===== config.mk =====
export PLATFORM = sky130hd
export DESIGN_NAME = trvk_tag_queue
export DESIGN_NICKNAME = d
export VERILOG_FILES = /design/src/rtl/trvk_tag_queue.sv
export SDC_FILE = /design/constraint.sdc
export NUM_CORES = 1
export LEC_CHECK = 0
export ABC_AREA = 1
export CAP_MARGIN = 30
export CELL_PAD_IN_SITES_DETAIL_PLACEMENT = 1
export CELL_PAD_IN_SITES_GLOBAL_PLACEMENT = 1
export CORE_MARGIN = 10
export CORE_UTILIZATION = 37
export CTS_BUF_LIST = sky130_fd_sc_hd__clkbuf_16
export DETAILED_ROUTE_END_ITERATION = 7
export GPL_TIMING_DRIVEN = 0
export PLACE_DENSITY = 0.93
export SLEW_MARGIN = 20
export SYNTH_ARGS = -nofsm -noshare
export SYNTH_HDL_FRONTEND = slang
export SYNTH_SLANG_ARGS = --single-unit

===== constraint.sdc =====
create_clock -name clk_i -period 3.1 [get_ports clk_i]
set_input_delay 0.775 -clock clk_i [delete_from_list [all_inputs] [get_ports clk_i]]
set_output_delay 0.775 -clock clk_i [all_outputs]
set_load 0.01 [all_outputs]

===== src/rtl/trvk_tag_queue.sv =====
// trvk_tag_queue: in-order tracking queue for capability loads awaiting a
// revocation-bit lookup. Each capability load is enqueued with its destination
// register at writeback. Revocation results return in load order, and each one
// drives the register file's tag-clearing interface (trvk_*).
//
// All three RF write ports are snooped. A register that is overwritten after
// its load is therefore never tag-cleared.
//
// Ports:
//   clk_i, rst_ni          clock, synchronous active-low reset
//   ld_valid_i, ld_addr_i  capability load writeback needing a revocation check
//   ld_ready_o             queue can accept an entry (not full)
//   rvk_valid_i            revocation result for the oldest entry
//   rvk_revoked_i          result says the capability is revoked
//   weN_i, waddrN_i        RF write port snoop (N = 0..2)
//   trvk_en_o              tag-clear interface valid (combinational)
//   trvk_clrtag_o          clear the tag of trvk_addr_o (combinational)
//   trvk_addr_o            register to clear (combinational)
//   count_o                current occupancy
//   err_o                  sticky overflow/underflow error
//   stat_clr_o             revoked clears issued (TRVK_QUEUE_STATS_EN only)
//   stat_sup_o             clears suppressed by overwrite (TRVK_QUEUE_STATS_EN only)
//
// Optional feature macro: TRVK_QUEUE_STATS_EN enables saturating 16-bit
// statistics counters. When it is undefined, both stat ports are tied to 0.
module trvk_tag_queue #(
    parameter int unsigned Depth     = 4,
    parameter bit          CHERIoTEn = 1'b1
) (
    input  logic                       clk_i,
    input  logic                       rst_ni,
    input  logic                       ld_valid_i,
    input  logic [4:0]                 ld_addr_i,
    output logic                       ld_ready_o,
    input  logic                       rvk_valid_i,
    input  logic                       rvk_revoked_i,
    input  logic                       we0_i,
    input  logic                       we1_i,
    input  logic                       we2_i,
    input  logic [4:0]                 waddr0_i,
    input  logic [4:0]                 waddr1_i,
    input  logic [4:0]                 waddr2_i,
    output logic                       trvk_en_o,
    output logic                       trvk_clrtag_o,
    output logic [4:0]                 trvk_addr_o,
    output logic [$clog2(Depth+1)-1:0] count_o,
    output logic                       err_o,
    output logic [15:0]                stat_clr_o,
    output logic [15:0]                stat_sup_o
);

    localparam int unsigned AW = $clog2(Depth);
    localparam int unsigned PW = AW + 1;
    localparam int unsigned CW = $clog2(Depth + 1);

    logic [4:0]       addr_q [Depth];
    logic [Depth-1:0] live_q, live_d;
    logic [PW-1:0]    head_q, tail_q;
    logic             err_q;

    logic [AW-1:0] head_idx, tail_idx;
    logic          empty, full, enq, deq, hit;
    logic [4:0]    head_addr;
    logic          head_live;

    assign head_idx  = head_q[AW-1:0];
    assign tail_idx  = tail_q[AW-1:0];
    assign empty     = (head_q == tail_q);
    assign full      = (head_q[AW] != tail_q[AW]) && (head_idx == tail_idx);
    assign head_addr = addr_q[head_idx];
    assign head_live = live_q[head_idx];

    // The disabled queue sits in its reset state, so full stays 0 and ready stays 1.
    assign enq = CHERIoTEn && ld_valid_i && !full;
    assign deq = CHERIoTEn && rvk_valid_i && !empty;

    // A same-cycle write to the head register must not have its new data tag-cleared.
    assign hit = (we0_i && (waddr0_i == head_addr)) ||
                 (we1_i && (waddr1_i == head_addr)) ||
                 (we2_i && (waddr2_i == head_addr));

    assign ld_ready_o    = !full;
    assign trvk_en_o     = deq;
    assign trvk_clrtag_o = deq && rvk_revoked_i && head_live && !hit;
    assign trvk_addr_o   = (CHERIoTEn && !empty) ? head_addr : 5'd0;
    assign count_o       = CW'(tail_q - head_q);
    assign err_o         = err_q;

    // Snoop kill of existing entries. The entry enqueued this cycle is exempt,
    // because the load's own writeback appears on a write port in the same cycle.
    always_comb begin
        live_d = live_q;
        for (int i = 0; i < Depth; i++) begin
            if ((we0_i && (waddr0_i == addr_q[i])) ||
                (we1_i && (waddr1_i == addr_q[i])) ||
                (we2_i && (waddr2_i == addr_q[i]))) begin
                live_d[i] = 1'b0;
            end
        end
        if (enq) begin
            live_d[tail_idx] = (ld_addr_i != 5'd0);
        end
    end

    always_ff @(posedge clk_i) begin
        if (!rst_ni || !CHERIoTEn) begin
            head_q <= '0;
            tail_q <= '0;
            live_q <= '0;
            err_q  <= 1'b0;
            for (int i = 0; i < Depth; i++) begin
                addr_q[i] <= 5'd0;
            end
        end else begin
            live_q <= live_d;
            if (enq) begin
                addr_q[tail_idx] <= ld_addr_i;
                tail_q           <= tail_q + 1'b1;
            end
            if (deq) begin
                head_q <= head_q + 1'b1;
            end
            if ((ld_valid_i && full) || (rvk_valid_i && empty)) begin
                err_q <= 1'b1;
            end
        end
    end

`ifdef TRVK_QUEUE_STATS_EN
    logic [15:0] stat_clr_q, stat_sup_q;

    always_ff @(posedge clk_i) begin
        if (!rst_ni || !CHERIoTEn) begin
            stat_clr_q <= 16'd0;
            stat_sup_q <= 16'd0;
        end else begin
            if (trvk_clrtag_o && (stat_clr_q != 16'hFFFF)) begin
                stat_clr_q <= stat_clr_q + 16'd1;
            end
            if (trvk_en_o && rvk_revoked_i && !trvk_clrtag_o && (stat_sup_q != 16'hFFFF)) begin
                stat_sup_q <= stat_sup_q + 16'd1;
            end
        end
    end

    assign stat_clr_o = stat_clr_q;
    assign stat_sup_o = stat_sup_q;
`else
    assign stat_clr_o = 16'd0;
    assign stat_sup_o = 16'd0;
`endif

endmodule


==> flow_summary.yaml <==
run_status:
  status: "finished, final reports clean"
clock_network:
  cts_root_buf: "clkbuf_16"
  cts.sinks: 33
  htree_levels: 2
  clock_path_buffers: 2
  clk_pin_slew_ns: 0.05
  cts_tree: "done"
  clock_latency_ns: 0.28
  cts_made_buffers: 5
place:
  post-dp-hpwl_mm: 9.99
  place_ws_ns: -0.411
  place_inst: 671
  gp_congestion: 1.05
  numPortBuffers: 36
timing:
  period_share_pct: 95.9
  hold_ws_ns: 0.484
  finalMaxSlewViolations: 0
  skew_ns: 0.00511
  setup_viol: 0
  min_period_ns: 2.97
  tightest_slew_ns: 0.871
  timing.slew.headroom_pct: 41.4
  finalHoldViolCount: 0
  max_freq_mhz: 336
  rsz0062_at_grt: "no"
  finalSetupTns_ns: 0
  layout_setup_ws_ns: 0.128
detailed_routing:
  route.detailed.drc: 0
  dr.pass1.iters: 4
  dr_wl_met2_mm: 6.37
  ant_nets: 0
  wl_per_cell_um: 18.6
  routed_wirelength_mm: 12.6
  drt-met1-wl_mm: 5.23
  num_vias: 3417
  drt_iter0_markers: 175
  dr_wl_met3_um: 775
  vias_per_cell: 5.03
  top_layer: "met4"
yosys:
  syn_inst: 499
  synthDominantCellAreaShare_pct: 19.5
  synthTopCellsByArea: "edfxtp_1, nand2_1, nor2_1"
  yosysSeqAreaShare_pct: 28.0
  synth_edf_count: 20
  ys.flop_type: "edfxtp_1"
  ys_seq_elements: 33
  synth_compound_area_share_pct: 9.44
  yosys.area_share.simple_pct: 41.3
  synth_cell_types: 27
  synth_area_um2: 3080
  synth.area.mux_share_pct: 0
  synth_xor_area_share_pct: 1.42
  synthAdderAreaFrac_pct: 3.50
  yosysWarnings: 0
  syn_avg_cell_area_um2: 6.16
  synth_top_family_by_area: "simple AND/OR/NAND/NOR gates"
  synth_top_area_cell: "edfxtp_1"
  synth-async-reset-ratio_pct: 0
critical_path:
  cp_cell_sequence: "inv_1 > fa_1 > xor2_1 > clkdlybuf4s50_1"
  cp.arrival_ns: 2.20
  startpoint_type: "flop"
  cpPeakStageDelay_ns: 0.56
  critPathTopFamily: "buffers and inverters"
  cp-end-kind: "output port"
  crit_type: "reg -> out"
  ff2ff_setup_slack_ns: 0.84
  required_ns: 2.32
  worstPathMaxFanout: 7
  critical_path_buf_inv_count: 2
  critPathSlowestCell: "clkdlybuf4s50_1"
floorplan:
  ios: 72
  rows: 33
  start_util_pct: 37.8
  fp.dieW_um: 111
  core-area_um2: 8130
  die_h_um: 111
  die-area_um2: 12400
power:
  p_total_mw: 1.78
  ir_worst_vdd_mv: 0.402
  total_leakage_power_nw: 1.96
  power_density_nw_per_um2: 467
global_routing:
  grt.total_usage_pct: 19.6
  grt_start_max_net_pins: 11
  grt_overflow: 0
  grt_first_pass_wirelength_mm: 19.8
  grt_pass1_vias: 3629
  antenna_found_initial: 0
layout:
  antenna_cells: 0
  final_layout_size_suffix_gt1_share_pct: 11.7
  fin_cells: 679
  syn_to_final_growth_pct: 24.2
  num-nets-final: 609
hold_path:
  hold_path_class: "reg -> reg"
flow_run:
  cap_viol_max_count: 0
-- cell type report --
cell class | count | area (µm²)
fillers | 1143 | 4320
multi-input cells | 400 | 1840
clock buffers | 5 | 125
repair buffers | 36 | 343
flip-flops and latches | 33 | 866
well taps | 105 | 131
inverters | 60 | 228
plain buffers | 37 | 270
clock inverters | 3 | 11.3
-- registers in the layout (all words and copies together), names as in the netlist, named ones only --
name,cells
addr_q,20
live_q,4
head_q,3
tail_q,3
err_o,1
-- layer usage --
layer | vias up | track usage (%)
met5 | - | 0
met3 | 17 | 3.41
li1 | 1668 | -
met1 | 1624 | 22.6
met4 | 0 | 5.48
met2 | 108 | 36.0
-- layout by cell type, fill, tap and decap left out, types with 3 or more instances in the layout --
cell	n
nand2_1	121
nor2_1	108
inv_1	51
nand3_1	42
buf_4	32
conb_1	32
o21ai_0	30
clkdlybuf4s50_1	25
edfxtp_1	20
nor3_1	17
a21oi_1	14
dfxtp_1	11
inv_2	10
dlygate4sd2_1	10
o22ai_1	8
ha_1	7
nand2_4	5
xor2_1	5
clkbuf_16	5
nand2_2	3
buf_2	3
-- path summary, 6_finish.rpt --
kind,from,endpoint,cells past startpoint
max,tail_q[1]$_SDFFE_PN0N_,count_o[2],4
min,err_o$_SDFFE_PN0P_,err_o$_SDFFE_PN0P_,2
max reg2reg,tail_q[0]$_SDFFE_PN0N_,addr_q[3][2]$_DFFE_PP_,7
min reg2reg,err_o$_SDFFE_PN0P_,err_o$_SDFFE_PN0P_,2
-- cell usage after synthesis, drive strengths merged, types with 5 or more instances --
library cell / number
nor3: 17
nor2: 110
inv: 60
nand2: 129
o22ai: 8
buf: 36
ha: 7
a21oi: 15
edfxtp: 20
dfxtp: 13
o21ai: 30
xor2: 5
nand3: 43
-- report_power, final --
part	total [mW]	internal (mW)	switching, mW	leakage, nW
Combinational	0.755	0.286	0.468	1.57
Clock	0.459	0.288	0.171	0.0738
Sequential	0.571	0.510	0.0619	0.315
-- cell families (layout without fill, tap and decap cells) --
logic type	after synthesis	after routing
simple gates	300	300
buf+inv	97	141
compound gates	55	55
flops	33	33
fa+ha+maj	8	8
xor+xnor	5	5
other cells	1	32
-- tightest hold or removal path, stage by stage, from the launching register on --
cell and delay [ns]:
dfxtp_1 0.32, o21ai_0 0.09, inv_1 0.05
-- repair_timing --
item	CTS	global route
buffers inserted	0	0
hold buffers	0	0
endpoints found under the setup margin	9	6
gates resized for setup	23	3
cloned	0	0
-- per-stage QoR --
stage / utilization (%) / cell area (µm²)
final: 46.9 / 3820
after global placement: 45.3 / 3680
after detailed placement: 45.3 / 3680
after CTS: 46.9 / 3820
after floorplan: - / 3190
after global routing: 46.9 / 3820
Power figures use the tool's default switching activity.
